[src/rtl/sw_poll_pkg.sv]
// Shared definitions for the switch edge poller.
//   poll_state_e : poll sequencer states
//   ADDR_DATA    : PIO data (level) register address
//   ADDR_EDGE    : PIO edge-capture register address
//   CLR_ALL      : write value that clears every capture bit
package sw_poll_pkg;

   typedef enum logic [2:0] {
      StIdle,
      StRdCap,
      StRdWait,
      StClr,
      StRdLvl,
      StLvlWait,
      StPush
   } poll_state_e;

   localparam logic [1:0]  ADDR_DATA = 2'd0;
   localparam logic [1:0]  ADDR_EDGE = 2'd3;
   localparam logic [31:0] CLR_ALL   = 32'hFFFF_FFFF;

endpackage

[src/rtl/sync_fifo.sv]
// Synchronous first-word-fall-through FIFO.
//   clk_i   : clock
//   rst_i   : synchronous active-high reset (empties the FIFO)
//   push_i  : write wdata_i (ignored when full)
//   wdata_i : write data
//   pop_i   : drop the head entry (ignored when empty)
//   rdata_o : head entry, valid while !empty_o
//   full_o  : no free entry
//   empty_o : no stored entry
// Depth must be a power of two so the pointers wrap naturally.
module sync_fifo #(
   parameter int unsigned Width = 8,
   parameter int unsigned Depth = 4
) (
   input  logic             clk_i,
   input  logic             rst_i,
   input  logic             push_i,
   input  logic [Width-1:0] wdata_i,
   input  logic             pop_i,
   output logic [Width-1:0] rdata_o,
   output logic             full_o,
   output logic             empty_o
);

   localparam int unsigned PtrW = (Depth > 1) ? $clog2(Depth) : 1;
   localparam logic [PtrW:0] FullCnt = (PtrW + 1)'(Depth);

   logic [Width-1:0] mem_q [Depth];
   logic [PtrW-1:0]  wr_ptr_q, rd_ptr_q;
   logic [PtrW:0]    count_q;
   logic             push_ok, pop_ok;

   assign push_ok = push_i && !full_o;
   assign pop_ok  = pop_i && !empty_o;

   always_ff @(posedge clk_i) begin
      if (rst_i) begin
         wr_ptr_q <= '0;
         rd_ptr_q <= '0;
         count_q  <= '0;
      end else begin
         if (push_ok) wr_ptr_q <= wr_ptr_q + 1'b1;
         if (pop_ok)  rd_ptr_q <= rd_ptr_q + 1'b1;
         // Simultaneous push and pop leaves the occupancy unchanged.
         case ({push_ok, pop_ok})
            2'b10:   count_q <= count_q + 1'b1;
            2'b01:   count_q <= count_q - 1'b1;
            default: count_q <= count_q;
         endcase
      end
   end

   always_ff @(posedge clk_i) begin
      if (push_ok) mem_q[wr_ptr_q] <= wdata_i;
   end

   assign rdata_o = mem_q[rd_ptr_q];
   assign full_o  = (count_q == FullCnt);
   assign empty_o = (count_q == '0);

endmodule

[src/rtl/sw_edge_poller.sv]
// Periodically polls a PIO edge-capture register and queues switch events.
//   clk, reset              : clock, synchronous active-high reset
//   enable                  : polling enable (also gates irq)
//   m_address/m_chipselect/
//   m_write_n/m_writedata   : PIO master bus (idle = all zero, write_n high)
//   m_readdata              : PIO read data, one-cycle latency
//   evt_valid/evt_ready/
//   evt_data                : FWFT event stream, data = {level, capture}
//   irq                     : registered (events pending) & enable
//   busy                    : poll sequence in progress
module sw_edge_poller
   import sw_poll_pkg::*;
#(
   parameter int unsigned WIDTH      = 18,
   parameter int unsigned POLL_DIV   = 50000,
   parameter int unsigned FIFO_DEPTH = 4
) (
   input  logic               clk,
   input  logic               reset,
   input  logic               enable,
   output logic [1:0]         m_address,
   output logic               m_chipselect,
   output logic               m_write_n,
   output logic [31:0]        m_writedata,
   input  logic [31:0]        m_readdata,
   output logic               evt_valid,
   input  logic               evt_ready,
   output logic [2*WIDTH-1:0] evt_data,
   output logic               irq,
   output logic               busy
);

   localparam int unsigned CntW = $clog2(POLL_DIV);
   localparam logic [CntW-1:0] LastCnt = CntW'(POLL_DIV - 1);

   poll_state_e      state_q, state_d;
   logic [CntW-1:0]  cnt_q, cnt_d;
   logic [WIDTH-1:0] cap_q, cap_d;
   logic [WIDTH-1:0] lvl_q, lvl_d;
   logic             irq_q;
   logic             fifo_push, fifo_full, fifo_empty;
   logic             unused_readdata;

   // Upper read-data bits are beyond the serviced switch width.
   assign unused_readdata = ^m_readdata;

   always_ff @(posedge clk) begin
      if (reset) begin
         state_q <= StIdle;
         cnt_q   <= '0;
         cap_q   <= '0;
         lvl_q   <= '0;
         irq_q   <= 1'b0;
      end else begin
         state_q <= state_d;
         cnt_q   <= cnt_d;
         cap_q   <= cap_d;
         lvl_q   <= lvl_d;
         irq_q   <= !fifo_empty && enable;
      end
   end

   always_comb begin
      state_d      = state_q;
      cnt_d        = cnt_q;
      cap_d        = cap_q;
      lvl_d        = lvl_q;
      fifo_push    = 1'b0;
      m_address    = ADDR_DATA;
      m_chipselect = 1'b0;
      m_write_n    = 1'b1;
      m_writedata  = '0;

      case (state_q)
         StIdle: begin
            // A full FIFO stalls polling; edges simply stay latched in the PIO.
            if (enable && !fifo_full) begin
               if (cnt_q == LastCnt) begin
                  cnt_d   = '0;
                  state_d = StRdCap;
               end else begin
                  cnt_d = cnt_q + 1'b1;
               end
            end else begin
               cnt_d = '0;
            end
         end
         StRdCap: begin
            m_address    = ADDR_EDGE;
            m_chipselect = 1'b1;
            state_d      = StRdWait;
         end
         StRdWait: begin
            cap_d   = m_readdata[WIDTH-1:0];
            state_d = (cap_d == '0) ? StIdle : StClr;
         end
         StClr: begin
            m_address    = ADDR_EDGE;
            m_chipselect = 1'b1;
            m_write_n    = 1'b0;
            m_writedata  = CLR_ALL;
            state_d      = StRdLvl;
         end
         StRdLvl: begin
            m_address    = ADDR_DATA;
            m_chipselect = 1'b1;
            state_d      = StLvlWait;
         end
         StLvlWait: begin
            lvl_d   = m_readdata[WIDTH-1:0];
            state_d = StPush;
         end
         StPush: begin
            fifo_push = 1'b1;
            state_d   = StIdle;
         end
         default: state_d = StIdle;
      endcase

      // Keep the bus quiet while reset is held so an interrupted clear never
      // reaches the PIO and unreported capture bits survive.
      if (reset) begin
         m_address    = ADDR_DATA;
         m_chipselect = 1'b0;
         m_write_n    = 1'b1;
         m_writedata  = '0;
      end
   end

   sync_fifo #(
      .Width (2 * WIDTH),
      .Depth (FIFO_DEPTH)
   ) u_fifo (
      .clk_i   (clk),
      .rst_i   (reset),
      .push_i  (fifo_push),
      .wdata_i ({lvl_q, cap_q}),
      .pop_i   (evt_valid && evt_ready),
      .rdata_o (evt_data),
      .full_o  (fifo_full),
      .empty_o (fifo_empty)
   );

   assign evt_valid = !fifo_empty;
   assign irq       = irq_q;
   assign busy      = (state_q != StIdle);

endmodule

[config.mk]
export PLATFORM = sky130hd
export DESIGN_NAME = sw_edge_poller
export DESIGN_NICKNAME = d
export VERILOG_FILES = /design/src/rtl/sw_poll_pkg.sv /design/src/rtl/sync_fifo.sv /design/src/rtl/sw_edge_poller.sv
export SDC_FILE = /design/constraint.sdc
export NUM_CORES = 1
export LEC_CHECK = 0
export ABC_AREA = 1
export CORE_ASPECT_RATIO = 0.5
export CORE_MARGIN = 2
export CORE_UTILIZATION = 35
export CTS_BUF_LIST = sky130_fd_sc_hd__clkbuf_2
export CTS_CLUSTER_DIAMETER = 150
export DETAILED_ROUTE_END_ITERATION = 7
export GPL_TIMING_DRIVEN = 0
export HOLD_SLACK_MARGIN = 0.12
export PLACE_DENSITY_LB_ADDON = 0.2
export RECOVER_POWER = 50
export SLEW_MARGIN = 15
export SYNTH_ARGS = -nofsm -noshare
export SYNTH_HDL_FRONTEND = slang
export SYNTH_HIERARCHICAL = 1
export SYNTH_SLANG_ARGS = --single-unit
[constraint.sdc]
create_clock -name clk -period 4.1 [get_ports clk]
set_input_delay 0.82 -clock clk [delete_from_list [all_inputs] [get_ports clk]]
set_output_delay 0.82 -clock clk [all_outputs]
set_load 0.05 [all_outputs]
======== Word-level counts from Yosys, hierarchy flattened ========
Memory sizes are Yosys's and may differ from the RTL's. A register that Yosys moved wholly into a read port is not among the register bits.
Index checks and enable logic that the tools add are counted.
W data, S select, Z words.
word-level totals
  flip-flop bits (word level) ............. 63
  RAM bits ................................ 144
  bits of input ports ..................... 36
  output and inout bits ................... 75
  memories ................................ 1
memories
  name          depth  width  rd ports  clocked after memory_dff  wr ports  line             source
  u_fifo.mem_q  4      36     1         1                         1         sync_fifo.sv:28  logic [Width-1:0] mem_q [Depth];
cells by class
  add/subtract/negate cells ............... 5
  equality and inequality tests ........... 12
  muxes and demuxes ....................... 20
  reduce and logical (&&, ||, !) cells .... 15
operators with widths
  cell                     count
  $mux W32                 2
  $mux W16                 2
  $logic_not A18 Y1        1
  $pmux W3 S6              1
  $add A16 B1 Y16 const B  1
  $eq A16 B16 Y1 const B   1
  $eq A3 B3 Y1 const B     4
  $mux W2                  5
  $mux W1                  7
  $eq A3 B2 Y1 const B     2
  $logic_not A3 Y1         2
  $mux W3                  2
  $pmux W3 S2              1
  $logic_and A1 B1 Y1      5
  $add A2 B1 Y2 const B    2
  $ne A2 B2 Y1 const B     2
  $add A3 B1 Y3 const B    1
  $eq A3 B1 Y1 const B     1
  $reduce_bool A3 Y1       1
  $reduce_or A3 Y1         1
  $sub A3 B1 Y3 const B    1
  $eq A2 B1 Y1 const B     1
  $eq A2 B2 Y1 const B     1
  $logic_not A1 Y1         2
  other kinds (3)          3

======== Longest topological paths before layout ========
Gate-level depths: netlist (run 1).
  word-level depth ........................ 6
  depth in mapped cells ................... 15
  gate-level depth less buffers ........... 15

======== Hierarchy ========
The synthesis (run 1) kept the hierarchy.
by module, submodules not included
  module          times used  cells each  area each (sq um)  sequential area each (sq um)
  sync_fifo       1           418         5866.9             4504.3
  sw_edge_poller  1           391         2747.6             1121.1

======== Least setup slack after synthesis (run 1) ========
OpenSTA, ideal clock, no wires.
  path kind ............................... in2out
  start point ............................. in reset
  end point ............................... out m_writedata[10]
  arrival ................................. 3003 ps
  required time ........................... 3280 ps
  path slack .............................. 277 ps
  cell stages on the path ................. 7
  cells stage by stage .................... buf_2 inv_1 clkbuf_2 buf_1 nand2_1 inv_1 buf_4
between the ends
  longest elaborated chain between the ends .. 1
RTL lines
  element          line                   source
  start, declared  sw_edge_poller.sv:19   input logic reset,
  $mux W32         sw_edge_poller.sv:122  if (reset) begin
  end, declared    sw_edge_poller.sv:24   output logic [31:0] m_writedata,
No other way between the ends.

======== Worst setup path in the final report (run 1) ========
  start point ............................. in reset
  end point ............................... out m_writedata[13]
Same word-level chain as after synthesis.

==> results of run 1 <==
-- cell type report --
cell class              count  area share
multi-input cells         466       0.212
repair buffers            102      0.0995
flip-flops and latches    209       0.534
clock inverters            12     0.00523
inverters                  65      0.0245
plain buffers              68      0.0465
clock buffers              78      0.0371
repair inverters            1    0.000713
well taps                 336      0.0399
-- metal layers --
layer	share of wire	vias to the layer above
met2	0.48	137
met4	0.012	0
met5	0	-
li1	-	3085
met3	0.046	24
met1	0.47	2952
-- cell families (layout without fill, tap and decap cells) --
| logic type | count (synthesis) | in the layout | synth area share |
|---|---|---|---|
| adder cells (fa/ha/maj) | 7 | 7 | 0.0110 |
| XOR/XNOR | 6 | 6 | 0.00610 |
| AND/OR/NAND/NOR | 270 | 270 | 0.130 |
| AO/OA/AOI/OAI | 183 | 183 | 0.112 |
| flip-flops | 209 | 209 | 0.653 |
| buffers and inverters | 134 | 326 | 0.0879 |
-- registers in the layout, indices dropped and copies added, names as in the netlist, named ones only --
register	cells
u_fifo/count_q	3
u_fifo/mem_q	144
lvl_q	18
cap_q	18
u_fifo/wr_ptr_q	2
cnt_q	16
state_q	3
irq	1
u_fifo/rd_ptr_q	2
-- Yosys cell counts, types with 2 or more instances --
library cell  number  share of area
nor3_1             6         0.0035
o21ai_0           54          0.031
o21ai_1           58          0.034
inv_4              2         0.0015
nand2_2            3         0.0022
nand2_4            2         0.0026
buf_2             14         0.0081
nand2_1           67          0.029
o22ai_1           37          0.027
nor2_1           163          0.071
a21oi_1           32          0.019
inv_1             58          0.025
nand4_1            8         0.0058
buf_6             11          0.014
inv_2              4         0.0017
ha_1               6         0.0087
xnor2_1            3         0.0031
nand3_1           15         0.0087
xor2_1             3         0.0031
buf_1              2        0.00087
buf_4             38          0.033
clkbuf_1           3         0.0013
edfxtp_1         144           0.50
dfxtp_1           65           0.15
-- critical path, delay by kind of cell --
| kind | cells | cell delay, ns |
|---|---|---|
| AND/OR/NAND/NOR | 1 | 0.15 |
| buffers and inverters | 7 | 2.12 |
-- power by group --
group	switching [µW]	internal [µW]	leakage, µW
clock	825	502	0.000345
combinational	130	70.9	0.00183
sequential	32.4	2280	0.00185
total	987	2850	0.00403
-- per-stage QoR --
step	util	cell area [µm²]	hold slack, ns
after global routing	0.437	10500	0.487
after floorplan	-	8610	0.451
final	0.437	10500	0.487
after global placement	0.415	10000	0.482
after detailed placement	0.422	10200	0.490
after CTS	0.440	10600	0.491
-- worst max-delay path by stage --
| stage | endpoint | slack, ns |
|---|---|---|
| 6_report | m_writedata[13] | 0.18 |
| 5_1_grt | m_writedata[16] | 0.05 |
| 4_1_cts | m_writedata[15] | 0.06 |
| 3_5_place_dp | m_writedata[29] | -1.00 |
| 3_3_place_gp | m_writedata[6] | -0.99 |
| 2_1_floorplan | m_writedata[10] | 0.28 |
-- timing repair --
item	4_1_cts	5_1_grt
resized for setup	36	1
setup endpoints to repair	33	15
gates cloned	1	0
buffers inserted	1	0
==> impl_metrics.env, run 1 <==
export IMPL_grt_pass1_vias=6169
export IMPL_syn_nets=852
export IMPL_cts_made_buffers=49
export IMPL_drt_pass1_iter_count=5
export IMPL_cap_violations=0
export IMPL_globalRouteOverflowTotal=0
export IMPL_drc=0
export IMPL_nNetsFinal=1005
export IMPL_hold_viol=0
export IMPL_fp_row_count=40
export IMPL_crit_start="reset"
export IMPL_pre_cts_ws_ns=-1.00
export IMPL_fin_skew_ns=0.0969
export IMPL_power_uw=3840
export IMPL_vias_per_cell=4.64
export IMPL_ff2ff_path_depth=6
export IMPL_hp_class="reg2reg"
export IMPL_final_setup_tns_ns=0
export IMPL_peakVddDrop_uv=124
export IMPL_worstPathMaxFanout=19
export IMPL_syn_avg_cell_area_um2=10.6
export IMPL_cp_end_kind="primary output"
export IMPL_antenna_found_initial=0
export IMPL_fin_cells=1337
export IMPL_numClockSinks=209
export IMPL_wire_per_inst_um=15.9
export IMPL_worstPathArrival_ns=3.10
export IMPL_cts_path_max_buffers=3
export IMPL_dp_cells=1246
export IMPL_max_freq_mhz=255
export IMPL_dpl_hpwl_um=14300
export IMPL_nFillCells=2341
export IMPL_insertion_delay_ns=0.80
export IMPL_yosys_warnings=6
export IMPL_drive_gt1_frac=0.162
export IMPL_drt_wl_total_um=21300
export IMPL_synth_edff_count=144
export IMPL_critPathMostFrequentCell="buf_2"
export IMPL_io_buffer_count=96
export IMPL_postCtsHoldBufs=0
export IMPL_worst_slack_ns=0.179
export IMPL_pin_count=111
export IMPL_gp_congestion=0.813
export IMPL_p_leak_uw=0.00403
export IMPL_synth_distinct_cells=35
export IMPL_coreArea_mm2=0.0241
export IMPL_worstHoldPathCells=0
export IMPL_die_h_um=115
export IMPL_fp_dieW_um=226
export IMPL_crit_type="in2out"
export IMPL_cp_start_kind="primary input"
export IMPL_initial_utilization=0.358
export IMPL_drv_slew=0
export IMPL_ys_ff_latch=209
export IMPL_layout_common_cells="nor2_1, edfxtp_1, clkbuf_2, nand2_1, dfxtp_1"
export IMPL_cp_slowest_cell="dlygate4sd2_1"
export IMPL_final_common_cell="nor2_1"
export IMPL_whs_endpoint="u_fifo/mem_q[2][7]"
export IMPL_vias=6198
export IMPL_min_from="cap_q[7]"
export IMPL_ant_nets=0
export IMPL_rr_endpoint="u_fifo/mem_q[3][12]"
export IMPL_finalCriticalPeriod_ns=3.92
export IMPL_synthFlopType="edfxtp_1"
export IMPL_multiInputGateArea_mm2=0.00223
export IMPL_path_cells="clkdlybuf4s50_1, buf_2, inv_1, buf_2, nand2_4, clkinvlp_4, buf_4, dlygate4sd2_1"
export IMPL_r2r_slack_ns=0.55
export IMPL_grt_use_met1=0.215
export IMPL_cp_required_ns=3.28
export IMPL_clk_pin_slew_ns=0.11
export IMPL_regArea_mm2=0.00563
export IMPL_grt_pass1_wl_um=33000
export IMPL_p_per_area_mw_per_mm2=365
export IMPL_tightest_slew_ns=1.33
export IMPL_grt_util_met2=0.278
export IMPL_max_slew_margin=0.113
export IMPL_diodes=0
export IMPL_root_buffer="clkbuf_2"
export IMPL_fin_crit_sh=0.956
export IMPL_timing_rr_start="state_q[2]"
export IMPL_rsz0062_at_grt="no"
export IMPL_die_area_mm2=0.0260
export IMPL_grt_busiest_layer="met2"
export IMPL_critPathMaxStageDelay_ns=0.52
export IMPL_area_growth_synth_to_final_pct=22.2
export IMPL_grt_use_met3=0.0388
export IMPL_htreeDepth=2
export IMPL_cts_tree="built"
export IMPL_syn_area_mm2=0.00861
export IMPL_grt_usage=0.166
export IMPL_synthArstFlopShare=0
export IMPL_setup_viol=0
export IMPL_status="complete, no violations"
export IMPL_grt_max_degree=22
export IMPL_yosysSeqAreaShare=0.653
export IMPL_drt_iter0_drc=373
export IMPL_synth_cells=809
Note: power is estimated with default switching activity, not from simulation.
==> run 2, diff against run 1 <==
--- a/config.mk
+++ b/config.mk
@@ -6,11 +6,12 @@
 export NUM_CORES = 1
 export LEC_CHECK = 0
 export ABC_AREA = 1
+export CAP_MARGIN = 25
 export CORE_ASPECT_RATIO = 0.5
 export CORE_MARGIN = 2
 export CORE_UTILIZATION = 35
 export CTS_BUF_LIST = sky130_fd_sc_hd__clkbuf_2
-export CTS_CLUSTER_DIAMETER = 150
+export CTS_CLUSTER_DIAMETER = 80
 export DETAILED_ROUTE_END_ITERATION = 7
 export GPL_TIMING_DRIVEN = 0
 export HOLD_SLACK_MARGIN = 0.12
==> run 2 against run 1 <==
  * Utilization shrank 0.062 points
  * First-iteration DRC count rose by 7.8%
  * Via count rose by 0.21%
  * Total power decreased by 0.19%
  * Clock skew down 0.021 ns
  * Critical endpoint unchanged
==> impl_metrics.env, run 2 (synthesized netlist as in run 1, its figures left out) <==
export IMPL_finalCriticalPeriod_ns=3.92
export IMPL_gp_congestion=0.813
export IMPL_pwr_share_clk=0.346
export IMPL_netSwitchingFraction=0.256
export IMPL_drv_slew=0
export IMPL_worstPathArrival_ns=3.10
export IMPL_cp_slowest_cell="dlygate4sd2_1"
export IMPL_fin_crit_sh=0.955
export IMPL_root_buffer="clkbuf_2"
export IMPL_clk_pin_slew_ns=0.11
export IMPL_power_frac_comb=0.051
export IMPL_numClockSinks=209
export IMPL_path_cells="clkdlybuf4s50_1, buf_2, inv_1, buf_2, nand2_4, clkinvlp_4, buf_4, dlygate4sd2_1"
export IMPL_hold_viol=0
export IMPL_max_freq_mhz=255
export IMPL_area_growth_synth_to_final_pct=22.0
export IMPL_antenna_found_initial=1
export IMPL_grt_pass1_wl_um=33400
export IMPL_io_buffer_count=96
export IMPL_worstPathMaxFanout=19
export IMPL_insertion_delay_ns=0.80
export IMPL_drt_pass1_iter_count=4
export IMPL_coreArea_mm2=0.0241
export IMPL_drt_iter0_drc=402
export IMPL_fp_row_count=40
export IMPL_netSwitchingPower_uw=981
export IMPL_wire_per_inst_um=16.0
export IMPL_cts_path_max_buffers=3
export IMPL_vias=6211
export IMPL_die_h_um=115
export IMPL_regMostFlops="u_fifo/mem_q"
export IMPL_drive_gt1_frac=0.163
export IMPL_fp_dieW_um=226
export IMPL_cap_violations=0
export IMPL_globalRouteOverflowTotal=0
export IMPL_htreeDepth=2
export IMPL_tightest_slew_ns=1.32
export IMPL_nNetsFinal=1005
export IMPL_grt_max_degree=22
export IMPL_ant_nets=0
export IMPL_crit_type="in2out"
export IMPL_top_regs="u_fifo/mem_q: 144 flops, cap_q: 18 flops, lvl_q: 18 flops"
export IMPL_dpl_hpwl_um=14300
export IMPL_rsz0062_at_grt="no"
export IMPL_final_common_cell="nor2_1"
export IMPL_hp_class="reg2reg"
export IMPL_fin_skew_ns=0.0755
export IMPL_crit_buf_inv=7
export IMPL_worst_slack_ns=0.183
export IMPL_power_frac_seq=0.603
export IMPL_initial_utilization=0.358
export IMPL_cts_tree="built"
export IMPL_drt_wl_total_um=21400
export IMPL_grt_pass1_vias=6246
export IMPL_status="complete, no violations"
export IMPL_setup_viol=0
export IMPL_crit_family="buffers and inverters"
export IMPL_drc=0
export IMPL_cp_required_ns=3.28
export IMPL_critPathMaxStageDelay_ns=0.52
export IMPL_grt_usage=0.166
export IMPL_max_slew_margin=0.119
export IMPL_p_leak_uw=0.00404
export IMPL_critPathMostFrequentCell="buf_2"
export IMPL_largest_register_ffs=144
export IMPL_cellInternalPower_uw=2850
export IMPL_cts_made_buffers=49
export IMPL_vias_per_cell=4.65
export IMPL_power_uw=3830
export IMPL_p_per_area_mw_per_mm2=365
export IMPL_peakVddDrop_uv=154
export IMPL_layout_common_cells="nor2_1, edfxtp_1, clkbuf_2, nand2_1, dfxtp_1"
export IMPL_pin_count=111
export IMPL_pre_cts_ws_ns=-1.02
export IMPL_cp_end_kind="primary output"
export IMPL_cp_start_kind="primary input"
export IMPL_die_area_mm2=0.0260
## run 2: final timing paths
kind              startpoint             endpoint  slack (ns)  cells after the start
setup reg to reg  state_q[2]  u_fifo/mem_q[3][12]        0.64                      6
hold / removal      cap_q[8]   u_fifo/mem_q[0][8]        0.50                      0
hold reg to reg     cap_q[8]   u_fifo/mem_q[0][8]        0.50                      0
setup / recovery       reset      m_writedata[13]        0.18                      8
## run 2: repair_timing
action	4_1_cts	5_1_grt
setup endpoints to repair	33	15
endpoints found under the hold margin	0	0
hold buffers	0	0
buffers inserted	1	0
resized for setup	36	1
cloned	1	0
## run 2: metal layers
layer	global-route usage	wire, µm
met2	0.278	10100
met1	0.215	9720
met5	0	0
met3	0.0404	1080
met4	0.0530	417
## run 2: cell type report
type	instances	area (µm²)
fillers	2340	13600
flip-flops and latches	209	5630
multi-input cells	466	2220
repair buffers	102	1050
plain buffers	68	488
well taps	336	420
clock buffers	79	395
inverters	65	258
clock inverters	10	46.3
repair inverters	1	7.51
diodes	1	2.50
## run 2: through the flow
step	cell area [µm²]	util	TNS, ns	hold WS (ns)	instances
2_1_floorplan	8610	-	0	0.451	809
3_3_place_gp	10000	0.415	-99.88	0.482	1241
3_5_place_dp	10200	0.422	-32.07	0.485	1246
4_1_cts	10600	0.440	0	0.499	1336
5_1_grt	10500	0.437	0	0.500	1337
6_report	10500	0.437	0	0.498	1337
## run 2: worst reg2reg max path, stage by stage, from the launching register on
cell and delay (ns):
dfxtp_1 0.45, inv_1 0.12, nor3_1 0.32, nand2_1 0.32, nor2_1 0.67, clkbuf_1 1.03, buf_16 0.25
## run 2: power by group through the flow
stage / clock network, µW / registers, µW / logic [µW]
global placement: 0 / 2360 / 206
global route: 1490 / 2320 / 216
floorplan: 0 / 2350 / 131
detailed placement: 0 / 2360 / 207
finish: 1330 / 2310 / 196
CTS: 1380 / 2310 / 207
